[config.mk]
export PLATFORM = sky130hd
export DESIGN_NAME = move_debouncer
export DESIGN_NICKNAME = d
export VERILOG_FILES = /design/src/rtl/move_debouncer_pkg.sv /design/src/rtl/move_debouncer_channel.sv /design/src/rtl/move_debouncer.sv
export SDC_FILE = /design/constraint.sdc
export NUM_CORES = 1
export LEC_CHECK = 0
export CAP_MARGIN = 20
export CORE_ASPECT_RATIO = 2
export CORE_MARGIN = 2
export CORE_UTILIZATION = 56
export CTS_BUF_LIST = sky130_fd_sc_hd__clkbuf_16
export DETAILED_ROUTE_END_ITERATION = 8
export PLACE_DENSITY = 0.76
export SLEW_MARGIN = 20
export SYNTH_ARGS = -nofsm -noshare
export SYNTH_HDL_FRONTEND = slang
export SYNTH_HIERARCHICAL = 1
export SYNTH_SLANG_ARGS = --single-unit
[constraint.sdc]
create_clock -name i_clk_36MHz -period 1.9 [get_ports i_clk_36MHz]
set_input_delay 0.38 -clock i_clk_36MHz [delete_from_list [all_inputs] [get_ports i_clk_36MHz]]
set_output_delay 0.38 -clock i_clk_36MHz [all_outputs]
set_load 0.02 [all_outputs]
[src/rtl/move_debouncer_pkg.sv]
`default_nettype none
// ---------------------------------------------------------------------------
// move_debouncer_pkg : shared game timing constants and strobe FSM encoding
// Rev 1.0
// ---------------------------------------------------------------------------
package move_debouncer_pkg;

  localparam int CLK_HZ = 36_000_000;

  // 10 ms debounce, 250 ms first-repeat delay, 100 ms repeat period
  localparam int DEF_DEBOUNCE_CYCLES = CLK_HZ / 100;
  localparam int DEF_REPEAT_DELAY    = CLK_HZ / 4;
  localparam int DEF_REPEAT_PERIOD   = CLK_HZ / 10;

  typedef enum logic [1:0] {
    ST_IDLE   = 2'd0,
    ST_DELAY  = 2'd1,
    ST_REPEAT = 2'd2
  } strobe_state_t;

  function automatic int max_int(input int a, input int b);
    return (a > b) ? a : b;
  endfunction

endpackage
`default_nettype wire

[src/rtl/move_debouncer_channel.sv]
`default_nettype none
// ---------------------------------------------------------------------------
// debounce_channel : 2-flop synchronizer plus stable-count debounce of one button
// Rev 1.0
// ---------------------------------------------------------------------------
module debounce_channel
  import move_debouncer_pkg::*;
#(
  parameter int DEBOUNCE_CYCLES = DEF_DEBOUNCE_CYCLES
) (
  input  logic i_clk_36MHz,
  input  logic i_reset,
  input  logic i_raw,
  output logic o_level
);

  localparam int CW = $clog2(DEBOUNCE_CYCLES);
  localparam logic [CW-1:0] c_cnt_last = CW'(DEBOUNCE_CYCLES - 1);
  localparam logic [CW-1:0] c_cnt_one  = CW'(1);

  logic          r_sync1;
  logic          r_sync2;
  logic          r_level;
  logic [CW-1:0] r_cnt;

  always_ff @(posedge i_clk_36MHz) begin
    if (!i_reset) begin
      r_sync1 <= 1'b0;
      r_sync2 <= 1'b0;
      r_level <= 1'b0;
      r_cnt   <= '0;
    end else begin
      r_sync1 <= i_raw;
      r_sync2 <= r_sync1;
      // any return to the accepted level restarts the stability count
      if (r_sync2 == r_level) begin
        r_cnt <= '0;
      end else if (r_cnt == c_cnt_last) begin
        r_level <= ~r_level;
        r_cnt   <= '0;
      end else begin
        r_cnt <= r_cnt + c_cnt_one;
      end
    end
  end

  assign o_level = r_level;

endmodule
`default_nettype wire

[src/rtl/move_debouncer.sv]
`default_nettype none
// ---------------------------------------------------------------------------
// move_debouncer : debounced, mutually exclusive, auto-repeating move strobes
// Rev 1.0
// ---------------------------------------------------------------------------
module move_debouncer
  import move_debouncer_pkg::*;
#(
  parameter int DEBOUNCE_CYCLES = DEF_DEBOUNCE_CYCLES,
  parameter int REPEAT_DELAY    = DEF_REPEAT_DELAY,
  parameter int REPEAT_PERIOD   = DEF_REPEAT_PERIOD
) (
  input  logic i_clk_36MHz,
  input  logic i_reset,
  input  logic i_enable,
  input  logic i_left_raw,
  input  logic i_right_raw,
  output logic o_left_debounced,
  output logic o_right_debounced,
  output logic o_left_level,
  output logic o_right_level
);

  localparam int TW = $clog2(max_int(REPEAT_DELAY, REPEAT_PERIOD));
  localparam logic [TW-1:0] c_delay_last  = TW'(REPEAT_DELAY - 1);
  localparam logic [TW-1:0] c_period_last = TW'(REPEAT_PERIOD - 1);
  localparam logic [TW-1:0] c_timer_one   = TW'(1);

  // index 0 = left, 1 = right
  logic [1:0] w_raw;
  logic [1:0] w_level;
  logic [1:0] w_go;
  logic [1:0] w_strobe;

  assign w_raw = {i_right_raw, i_left_raw};

  generate
    for (genvar gi = 0; gi < 2; gi++) begin : g_chan
      strobe_state_t r_state;
      logic [TW-1:0] r_timer;
      logic          r_strobe;

      debounce_channel #(
        .DEBOUNCE_CYCLES(DEBOUNCE_CYCLES)
      ) u_debounce (
        .i_clk_36MHz(i_clk_36MHz),
        .i_reset    (i_reset),
        .i_raw      (w_raw[gi]),
        .o_level    (w_level[gi])
      );

      // the opposite level vetoes go, so both strobes can never fire together
      assign w_go[gi] = w_level[gi] & ~w_level[1-gi] & i_enable;

      always_ff @(posedge i_clk_36MHz) begin
        if (!i_reset) begin
          r_state  <= ST_IDLE;
          r_timer  <= '0;
          r_strobe <= 1'b0;
        end else begin
          r_strobe <= 1'b0;
          if (!w_go[gi]) begin
            r_state <= ST_IDLE;
            r_timer <= '0;
          end else begin
            case (r_state)
              ST_IDLE: begin
                r_strobe <= 1'b1;
                r_timer  <= '0;
                r_state  <= ST_DELAY;
              end
              ST_DELAY: begin
                if (r_timer == c_delay_last) begin
                  r_strobe <= 1'b1;
                  r_timer  <= '0;
                  r_state  <= ST_REPEAT;
                end else begin
                  r_timer <= r_timer + c_timer_one;
                end
              end
              ST_REPEAT: begin
                if (r_timer == c_period_last) begin
                  r_strobe <= 1'b1;
                  r_timer  <= '0;
                end else begin
                  r_timer <= r_timer + c_timer_one;
                end
              end
              default: begin
                r_state <= ST_IDLE;
                r_timer <= '0;
              end
            endcase
          end
        end
      end

      assign w_strobe[gi] = r_strobe;
    end
  endgenerate

  assign o_left_debounced  = w_strobe[0];
  assign o_right_debounced = w_strobe[1];
  assign o_left_level      = w_level[0];
  assign o_right_level     = w_level[1];

endmodule
`default_nettype wire

---- After elaboration in Yosys (flattened, before gate mapping) ----
Cells that the tools add are included.
word-level totals
  bits in writable memories ............... 0
  input port bits ......................... 5
  output and inout bits ................... 4
  ROM bits ................................ 0
  latch bits .............................. 0
  word-level logic and storage cells ...... 69
  register bits ........................... 98
  memories kept ........................... 0
operators by class
  div/mod/pow operators ................... 0
  $add $sub $neg .......................... 4
  multipliers ............................. 0
  shifts and indexed selects .............. 0
  bitwise logic cells ..................... 11
  magnitude comparators ................... 0
  reductions and logical operators ........ 10
  equality and inequality tests ........... 14
  muxes and demuxes ....................... 16
operators with widths
  cell                     count
  $mux W24                 4
  $pmux W24 S2             2
  $add A24 B1 Y24 const B  2
  $eq A24 B22 Y1 const B   2
  $eq A24 B24 Y1 const B   2
  $add A19 B1 Y19 const B  2
  $eq A19 B19 Y1 const B   2
  $pmux W2 S3              2
  $reduce_and A2 Y1        6
  $not A1 Y1               7
  $pmux W1 S3              2
  $reduce_or A3 Y1         2
  $and A1 B1 Y1            4
  $eq A2 B1 Y1 const B     2
  $eq A2 B2 Y1 const B     2
  $logic_not A2 Y1         2
  $mux W1                  4
  $mux W2                  2
  $ne A2 B2 Y1 const B     2
  $eq A1 B1 Y1             2

---- Logic depth before layout (Yosys ltp) ----
Gate-level depths: netlist (run 1).
  word-level depth ........................ 4
  gate-level depth with buffers ........... 6
  gate-level depth less buffers ........... 6

---- By module ----
The synthesis (run 1) kept the hierarchy.
modules (own cells, without submodules)
  module            times used  area each (um2)  sequential area each (um2)  cells an instance
  move_debouncer    1           2872.8           1081.0                      327
  debounce_channel  2           980.9            440.4                       109

---- Worst setup path before layout (run 1) ----
No wires, ideal clock.
  path kind ............................... reg-to-reg
  start point ............................. reg g_chan[1].r_timer[0]
  end point ............................... reg g_chan[1].r_timer[13]
  stages on the path, launching flop included .. 7
  setup slack ............................. -0.050 ns
  period minus slack after synthesis ...... 1.950 ns
  buffers on the path ..................... 1
  required time ........................... 1.766 ns
  library setup time ...................... 0.134 ns
  arrival ................................. 1.816 ns
  cell sequence ........................... dfxtp_1 > ha_1 > nand2_1 > or4_1 > o2111ai_1 > buf_2 > a22oi_1
on the way
  word-level cells in the longest chain between the ends .. 3
  elaborated cells between the ends (all ways) .. 6
RTL lines
  what                                           RTL line                                    RTL
  from (decl)                                    move_debouncer.sv:40                        logic [TW-1:0] r_timer;
  from (signal assigned)                         move_debouncer.sv:78                        r_timer <= r_timer + c_timer_one;
  from (signal assigned)                         move_debouncer.sv:86                        r_timer <= r_timer + c_timer_one;
  $add A24 B1 Y24, or another cell as far along  move_debouncer.sv:78, move_debouncer.sv:86
  $mux W24, on equally long branches             move_debouncer.sv:82, move_debouncer.sv:73
  $pmux W24 S2 *                                 move_debouncer.sv:66                        case (r_state)
Every way passes the cells marked *; elsewhere a longest branch is shown, timed or not.
A chain may end at the register's enable or synchronous reset.

---- Worst setup path in the final report (run 1) ----
  start point ............................. reg g_chan[0].r_timer[8]
  end point ............................... reg g_chan[0].r_timer[23]
on the way
  word-level cells in the longest chain between the ends .. 3
  elaborated cells between the ends (all ways) .. 6
RTL lines
  what                                           RTL line
  from (decl)                                    move_debouncer.sv:40
  from (signal assigned)                         move_debouncer.sv:78
  from (signal assigned)                         move_debouncer.sv:86
  $add A24 B1 Y24, or another cell as far along  move_debouncer.sv:78, move_debouncer.sv:86
  $mux W24, on equally long branches             move_debouncer.sv:82, move_debouncer.sv:73
  $pmux W24 S2 *                                 move_debouncer.sv:66
Marked as above.

==> results.md, run 1 <==
- Final nets: 638
- Clk Latency, worst-skew pair: 350 ps
- Clock slew at reported path FFs: 70 ps
- Max Root-Sink Buffers: 2
- Post-synth top area share: 0.406
- Final Max Tran Viols: 0
- Largest family of logic cells by synthesized area: simple AND/OR/NAND/NOR gates
- Simple-Gate Fraction of Synth Area: 0.280
- First-pass GRT wire length: 18700 µm
- CTS Sinks: 98
- Post-synthesis mux area share: 0.00828
- Leakage: 1.89 nW
- Critical path peak fanout: 6
- Drt via density: 6.05
- Gpl congestion: 0.909
- Final hold slack: 427 ps
- Die span in x: 69.7 µm
- Area grow syn2layout: 22.0%
- Port Buf Inserts: 8
- Minimum clock period: 1870 ps
- Largest net degree at the start of global routing: 24
- Worst Setup SP: g_chan[0].r_timer[8]
- Synth top cells by count: 98 x dfxtp_1, 48 x nor2_1, 41 x xnor2_1, 35 x nand2_1, 34 x nand3_1
- Initial core utilization: 0.567
- Yosys cell types: 47
- DRT Pass-1 Iters: 4
- Post-Synthesis Net Count: 562
- Cts bufs inserted: 9
- Sequential area share after synthesis: 0.406
- Crit Path Class: reg -> reg
- Flop pwr share: 0.541
- Reg2reg setup slack: 30 ps
- Placement Setup Slack: -43.5 ps
- Gate Count Post-Synth: 545
- PwrDens: 645 mW/mm²
- Status: completed
- Area leader, netlist: dfxtp_1
- Vias in the first global route: 4341
- Maxcap violations: 0
- Worst min path class: reg -> reg
- ANT nets after route: 0
- Final period utilization: 0.984
- CTS HTree Levels: 3
- Final setup vio count: 0
- NetSw: 0.836 mW
- Hold Fails Final Rpt: 0
- Clock Power Share: 0.450
- Residual DRC: 0
- Synthesized area per cell: 8.87 µm²
- Tot GR Track Use: 0.241
- Die Footprint: 0.00944 mm²
- Sw frac: 0.220
- Core ar.: 0.00853 mm²
- Synth top area cells: dfxtp_1 41%, xnor2_1 7.4%, nor2_1 3.7%
- Worst vdd ir: 0.000646 V
- F_max: 0.535 GHz
- IO Pins: 9
- Reg2Reg Capture Point: g_chan[0].r_timer[23]
- Most frequent cell after synthesis: dfxtp_1
- Routed wire per std cell: 15.9 µm
- Root buf cell: clkbuf_16
- Rel. slew slack: 0.645
- Clock skew: 7.68 ps
- Critical Path Sink: g_chan[0].r_timer[23]
- CTS tree: done
- Final WL: 11600 µm
- Compound-Gate Fraction of Synth Area: 0.129
- Antenna cells: 0
- Post-Synth Adder-Cell Area: 0.0311
- CTS Hold Bufs: 0
- Crit Reg-Reg Startpoint: g_chan[0].r_timer[8]
- WP data arrival: 2140 ps
- Synth Area in XOR/XNOR: 0.103
- Top FF cell, synth: dfxtp_1
- Fillcell total: 664
- FF+latch count, synth: 98
- Post-DP HPWL: 8010 µm
- Worst Tran Pin Value: 529 ps
- Drt initial violations: 203
- Int Pwr: 2.97 mW
- Warnings, synthesis: 6
- Cell row count: 48
- Initial antenna violation count: 0
- Die Y: 135 µm
- Combinational Power Share: 0.009
- Crit path capture type: register
- Setup crit start kind: register
- Asr flop ratio synth: 0
- Setup TNS: 0 ps
- Post-Syn Area: 0.00483 mm²
- Grt total ovfl: 0
- Number of synthesized flops with an enable pin: 0
- Layout cell share with drive strength beyond 1: 0.225
- DR vias: 4391
- R2R depth: 4
- Final WS setup: 31.3 ps
- CP required: 2170 ps
[layer usage]
| metal | up-vias | share of wire | track usage |
|---|---|---|---|
| li1 | 2147 | - | - |
| met1 | 2131 | 0.39 | 0.253 |
| met2 | 79 | 0.54 | 0.443 |
| met3 | 34 | 0.025 | 0.0387 |
| met4 | 0 | 0.041 | 0.144 |
| met5 | - | 0 | 0 |
[worst max-delay path, stage by stage (launching register included)]
cell	delay [ps]
dfxtp_4	370
nand4_1	210
or4_4	530
or4_4	530
a22oi_1	150
[stage by stage]
step	cells	cell area (µm²)	utilization	power, mW
5_1_grt	726	5900	0.692	3.90
4_1_cts	721	5780	0.677	3.83
3_5_place_dp	700	5450	0.639	2.14
2_1_floorplan	545	4870	-	2.12
3_3_place_gp	700	5450	0.639	2.14
6_report	726	5900	0.692	3.81
[cells in the final DEF, fill, tap and decap left out, types with 21 or more instances in the layout]
cell     synthesis  layout
a21oi_1         29      29
buf_4            0      72
dfxtp_1         98      78
inv_1           26      26
nand2_1         35      35
nand3_1         34      33
nand4_1         21      21
nor2_1          48      48
nor3_1          21      21
nor4_1          22      22
xnor2_1         41      41
[registers in the layout (all words and copies together) (netlist names)]
signal and cells:
g_chan.r_timer 48, g_chan.u_debounce/r_cnt 38, g_chan.r_state 4, g_chan.u_debounce/o_level 2, g_chan.u_debounce/r_sync1 2, g_chan.u_debounce/r_sync2 2, o_left_debounced 1, o_right_debounced 1
[how the worst min path moves through the flow]
stage,from,cells after the start,to
CTS,g_chan[0].r_timer[0],1,g_chan[0].r_timer[0]
global placement,g_chan[0].r_timer[0],1,g_chan[0].r_timer[0]
finish,g_chan[0].r_timer[0],1,g_chan[0].r_timer[0]
floorplan,g_chan[0].r_timer[0],1,g_chan[0].r_timer[0]
detailed placement,g_chan[0].r_timer[0],1,g_chan[0].r_timer[0]
global route,g_chan[0].r_timer[0],1,g_chan[0].r_timer[0]
[power groups by stage]
stage	registers (mW)	logic (mW)	clock network, mW
after detailed placement	2.11	0.0310	0
after global routing	2.06	0.0382	1.80
after floorplan	2.11	0.0147	0
after CTS	2.06	0.0349	1.74
final	2.06	0.0349	1.71
after global placement	2.11	0.0302	0
[timing repair]
action                     4_1_cts  5_1_grt
gates resized for setup          4       31
gates cloned                     0        2
pin swaps                        2        3
buffers inserted                 5        3
setup endpoints to repair       42       45
[kinds of logic (layout without fill, tap and decap cells)]
family                     after synthesis  count (layout)
and+or+nand+nor                        242             243
DFF                                     98              98
AOI/OAI and AO/OA                       87              87
xor gates and xnor gates                57              57
buffers and inverters                   45             125
adders and majority gates               12              12
muxes                                    4               4
[final cells by class]
cell class,instances,area (µm²),area share
Multi-Input combinational cell,403,2760,0.467
Clock buffer,9,225,0.0382
Sequential cell,98,1990,0.338
Clock inverter,7,50.0,0.00848
Inverter,26,97.6,0.0165
Timing Repair Buffer,83,654,0.111
Tap cell,100,125,0.0212
Power figures use the tool's default switching activity.
==> run 2, diff against run 1 <==
--- a/config.mk
+++ b/config.mk
@@ -11,6 +11,7 @@
 export CORE_UTILIZATION = 56
 export CTS_BUF_LIST = sky130_fd_sc_hd__clkbuf_16
 export DETAILED_ROUTE_END_ITERATION = 8
+export GPL_ROUTABILITY_DRIVEN = 0
 export PLACE_DENSITY = 0.76
 export SLEW_MARGIN = 20
 export SYNTH_ARGS = -nofsm -noshare
==> results of run 2 <==
No change in the layout: final DEF, timing and power equal those of run 1.
==> run 3, diff against run 2 <==
--- a/config.mk
+++ b/config.mk
@@ -12,7 +12,7 @@
 export CTS_BUF_LIST = sky130_fd_sc_hd__clkbuf_16
 export DETAILED_ROUTE_END_ITERATION = 8
 export GPL_ROUTABILITY_DRIVEN = 0
-export PLACE_DENSITY = 0.76
+export PLACE_DENSITY_LB_ADDON = 0.12
 export SLEW_MARGIN = 20
 export SYNTH_ARGS = -nofsm -noshare
 export SYNTH_HDL_FRONTEND = slang
==> run 3 against run 2 <==
Via count grew 0.64%. Design area grew 2.1%. Core utilization grew 1.5 points. Critical endpoint unchanged.
==> results.md, run 3 (same netlist as run 1, synthesis figures left out) <==
- DR vias: 4419
- Worst vdd ir: 0.000384 V
- Int Pwr: 3.09 mW
- R2R depth: 6
- Crit Path Class: reg -> reg
- Cell row count: 48
- Final Power: 3.88 mW
- Crit path capture type: register
- Max Root-Sink Buffers: 2
- Clock slew at reported path FFs: 70 ps
- Layout cell share with drive strength beyond 1: 0.241
- Leakage: 1.95 nW
- Critical path peak fanout: 6
- Worst Setup SP: g_chan[0].r_timer[10]
- Grt total ovfl: 0
- IO Pins: 9
- Maxcap violations: 0
- Final setup vio count: 0
- Initial core utilization: 0.567
- NetSw: 0.788 mW
- Crit Reg-Reg Startpoint: g_chan[0].r_timer[10]
- CTS Hold Bufs: 0
- Max reg flops: 48
- Final period utilization: 0.983
- Clock skew: 6.58 ps
- Drt via density: 6.02
- Final WL: 11400 µm
- Root buf cell: clkbuf_16
- Reg2reg setup slack: 30 ps
- Design area: 0.00603 mm²
- Hold path startpoint: g_chan[0].r_timer[0]
- Post-DP HPWL: 8060 µm
- Die Y: 135 µm
- PwrDens: 644 mW/mm²
- Worst min path class: reg -> reg
- Hold Fails Final Rpt: 0
- WP data arrival: 2090 ps
- Routed wire per std cell: 15.6 µm
- RSZ-0062 raised after global routing: true
- Port Buf Inserts: 8
- Sw frac: 0.203
- First-pass GRT wire length: 18600 µm
- Largest net degree at the start of global routing: 24
- Fin cells: 734
- Minimum clock period: 1870 ps
- Commonest non-fill, non-tap cell in the layout: dfxtp_1
- Cts bufs inserted: 9
- Tot GR Track Use: 0.240
- CP required: 2120 ps
- Vias in the first global route: 4211
- Clk Latency, worst-skew pair: 340 ps
- Post-layout util: 0.707
- CTS HTree Levels: 3
- Cells after DPL: 700
- Reg2Reg Capture Point: g_chan[0].r_timer[23]
- CTS Sinks: 98
- Combinational Power Share: 0.008
- Residual DRC: 0
- Drt initial violations: 200
- Critical Path Sink: g_chan[0].r_timer[23]
- Flop pwr share: 0.531
- F_max: 0.536 GHz
- Most frequent cells in the layout: 80 x dfxtp_1, 79 x buf_4, 48 x nor2_1, 41 x xnor2_1, 35 x nand2_1
- Rel. slew slack: 0.641
- Status: completed
- CTS tree: done
- Setup crit start kind: register
- Clock Power Share: 0.461
- Antenna cells: 0
- ANT nets after route: 0
- Final hold slack: 419 ps
- Initial antenna violation count: 0
- Final Max Tran Viols: 0
- Placed cell area: 0.00546 mm²
- Largest registers: g_chan.r_timer: 48 flops, g_chan.u_debounce/r_cnt: 38 flops, g_chan.r_state: 4 flops
- Die Footprint: 0.00944 mm²
- Area grow syn2layout: 24.6%
- Die span in x: 69.7 µm
- Final nets: 646
- Top reg by flops: g_chan.r_timer
- Worst Tran Pin Value: 534 ps
- Core ar.: 0.00853 mm²
- DRT Pass-1 Iters: 4
==> run 3: per-layer routing <==
| layer | wire [µm] | track usage |
|---|---|---|
| met2 | 6470 | 0.473 |
| met4 | 323 | 0.0972 |
| met1 | 4430 | 0.247 |
| met3 | 222 | 0.0350 |
| met5 | 0 | 0 |
==> run 3: how the worst min path moves through the flow <==
stage	endpoint	slack, ps	depth (start not counted)
finish	g_chan[0].r_timer[0]	420	1
global route	g_chan[0].r_timer[0]	430	1
CTS	g_chan[0].r_timer[0]	420	1
detailed placement	g_chan[0].r_timer[0]	410	1
global placement	g_chan[0].r_timer[0]	400	1
floorplan	g_chan[0].r_timer[0]	390	1
==> run 3: area by class of cell <==
cell class                 instances  area (µm²)
fill                             689        2500
inverter                          26        97.6
clock buffer                       9         225
sequential                        98        1990
tap                              100         125
multi-input combinational        402        2780
timing repair buffer              92         738
clock inverter                     7        70.1
==> run 3: worst max-delay path, cell delays in order, from the launching register on <==
cell and delay, ps:
dfxtp_4 350, nand4_1 140, or4_4 620, buf_6 160, buf_4 140, o31ai_2 270, a22oi_2 70
==> run 3: what timing repair did <==
action / in CTS / in global routing
endpoints found under the setup margin: 37 / 41
resized for setup: 2 / 42
gates cloned: 0 / 1
buffers inserted: 5 / 12
pin swaps: 2 / 12
==> run 3: through the flow <==
step                TNS, ps  setup slack, ps
finish                    0             33.1
global route           -277            -54.8
CTS                   -2.16            -2.16
detailed placement    -3350             -101
global placement      -1410            -70.2
floorplan             -6.50            -6.50
==> run 3: power by group through the flow <==
stage / Sequential, mW / Clock (mW) / Combinational, mW
after floorplan: 2.11 / 0 / 0.0147
after global placement: 2.11 / 0 / 0.0281
after detailed placement: 2.11 / 0 / 0.0290
after CTS: 2.06 / 1.82 / 0.0331
after global routing: 2.06 / 1.90 / 0.0368
final: 2.06 / 1.79 / 0.0327
==> edit, RTL diff (config.mk and constraints of run 2) <==
The package constant `CLK_HZ` goes from 36_000_000 to 18_000_000.
--- a/src/rtl/move_debouncer_pkg.sv
+++ b/src/rtl/move_debouncer_pkg.sv
@@ -5,7 +5,7 @@
 // ---------------------------------------------------------------------------
 package move_debouncer_pkg;
 
-  localparam int CLK_HZ = 36_000_000;
+  localparam int CLK_HZ = 18_000_000;
 
   // 10 ms debounce, 250 ms first-repeat delay, 100 ms repeat period
   localparam int DEF_DEBOUNCE_CYCLES = CLK_HZ / 100;
Check against the original RTL: no difference found for any inputs over 10 cycles, from zero or initial values and one cycle with i_reset low; that may be too few to reach the edited logic, so the function may still have changed.
==> edit against run 2 <==
The flow now finishes with violations (negative setup slack); power shrank 1.3%; fmax decreased by 5.2%; sequential cell count down 4; setup slack got worse by 0.10 ns; hold slack improved by 0.017 ns; routed wire length is 5.7% higher; cell count is 5.2% lower; synthesized area shrank 2.3%; synthesized cell count is 5.0% lower; design area is 0.21% higher; non-clock buffer count unchanged.
==> edit: results (changes against run 2) <==
stage	metric	value	unit	change
drt	via count	4398		+0.16%
yosys	syn nets	535		-4.8%
min_path	HP Class	register to register		
clock_tree	CTS H-tree depth	3		unchanged
yosys	ranking of synthesized cells by area	dfxtp_1 40%, xor2_1 7.6%, nand4_1 4.6%		
timing	setup_tns	-0.8901	ns	-0.8901 ns
placement	Post-DP Area	5301	sq um	-2.7%
yosys	synth unique cells	54		+15%
yosys	cell count after synthesis	518		-5.0%
critical_path	Reg2Reg Depth	5		+1
global_route	antenna violations before repair	0		unchanged
finish	share of cells above drive strength 1	23.56	%	+1.0 points
yosys	async set-reset flop share out of synthesis	0	%	unchanged
critical_path	r2r endpoint	g_chan[1].r_timer[8]		
finish	Top Registers	g_chan.r_timer x46, g_chan.u_debounce/r_cnt x36, g_chan.r_state x4		
finish	n_diodes	0		unchanged
timing	Least-Margin Pin Slew	0.3598	ns	-0.1688 ns
pwr	Leak	1.952	nW	+3.2%
status	failing checks	negative setup slack		
yosys	synth warn	6		unchanged
drt	drt total wl	12210	microns	+5.7%
clock_tree	CTS root buf	clkbuf_16		
critical_path	top cell family by delay on the critical path	simple AND/OR/NAND/NOR gates		
clock_tree	Clock transition at path regs	0.07	ns	about the same
yosys	ys flop type	dfxtp_1		
min_path	Hold Crit Endpoint	g_chan[0].r_timer[0]		
clock_tree	clk_lat worst skew	0.34	ns	
pwr	worst vdd ir	0.0006597	V	+2.2%
status	status	finished with violations		
critical_path	startpoint type of the worst setup path	register		
timing	skew final	0.01173	ns	+0.004052 ns
placement	placed cells	658		-6.0%
global_route	first-pass GRT wire length	20200	microns	+8.2%
drt	Detailed Route Iter0 Violations	387		+91%
placement	pre-CTS WS	-0.4717	ns	-0.4282 ns
global_route	GRT Overall Usage	28.35	%	+4.3 points
clock_tree	Num CTS Buffers	9		unchanged
drt	Pre-Repair DR Iteration Count	5		+1
global_route	largest net degree at the start of global routing	24		unchanged
placement	port bufs	8		unchanged
timing	final setup fails	22		+22
yosys	most instantiated cells after synthesis	94 x dfxtp_1, 41 x xor2_1, 35 x nand4_1		
finish	number of fill cells	604		-9.0%
critical_path	RR Startpoint	g_chan[1].r_timer[11]		
yosys	sequential-to-total area share from yosys stat	39.85	%	-0.73 points
timing	setup slack after layout	-0.07081	ns	-0.1021 ns
drt	WL per Instance	17.75	microns	+12%
critical_path	crit-path max FO	4		-2
critical_path	highest-delay cell along the critical path	or4_4		
min_path	hold-critical path depth	1		unchanged
min_path	HP Start	g_chan[0].r_timer[0]		
finish	nets	604		-5.3%
clock_tree	Max Buffers Root-to-Sink	2		unchanged
placement	hpwl dp	7381	microns	-7.8%
critical_path	Slowest Stage Delay on Critical Path	0.56	ns	+0.03 ns
## edit: cell types whose count changed after synthesis, moves of 11 or more
cell and change:
nor2_1 -14, nand4_1 +14, a211oi_1 +14, o21ai_0 +12
a21oi_1 -11, xor2_1 +25, and4_1 +11, nor4_1 -16
nor3_1 -18, or3_1 +12, xnor2_1 -28
## edit: power by group
part | internal, W | switching [W]
sequential | 0.00197 | 0.00000281
clock | 0.000998 | 0.000746
combinational | 0.0000204 | 0.0000130
## edit: timing repair
action | 4_1_cts | 5_1_grt
resized for setup | 19 | 28
endpoints found under the setup margin | 27 | 54
hold buffers | 0 | 0
setup buffers | 11 | 4
pin swaps | 14 | 14
cloned | 3 | 0
## edit: cell type report
| type | count | share of cell area (%) |
|---|---|---|
| clock buffers | 9 | 3.809 |
| flip-flops and latches | 94 | 31.99 |
| repair buffers | 83 | 12.87 |
| well taps | 98 | 2.074 |
| inverters | 20 | 1.270 |
| multi-input cells | 379 | 47.10 |
| clock inverters | 5 | 0.8887 |
## edit: cells by family after synthesis
logic type	after synthesis	synth area share [%]
mux	1	0.2120
buf+inv	46	4.716
fa+ha+maj	12	3.180
flops	94	39.85
xor+xnor	54	10.02
compound gates	90	13.91
simple gates	221	28.11
## edit: routing by layer
metal	track usage [%]	wire length (microns)	up-vias
met5	0	0	-
met4	17.76	573	0
met3	5.117	509	51
met2	47.65	6549	166
met1	31.50	4579	2111
li1	-	-	2070
## edit: how the worst max path moves through the flow
stage	to	slack, ns
after floorplan	g_chan[1].r_timer[22]	0.007
after global placement	g_chan[1].r_timer[19]	-0.42
after detailed placement	g_chan[1].r_timer[19]	-0.47
after CTS	g_chan[1].r_timer[22]	-0.05
after global routing	g_chan[1].r_state[0]	-0.13
final	g_chan[1].r_timer[8]	-0.07
## edit: through the flow
step	power (W)	hold slack, ns	utilization, %
finish	0.003756	0.4442	71.82
global placement	0.002055	0.4146	64.39
detailed placement	0.002056	0.4317	64.39
CTS	0.003774	0.4522	70.79
floorplan	0.002036	0.4118	-
global route	0.003844	0.4596	71.82
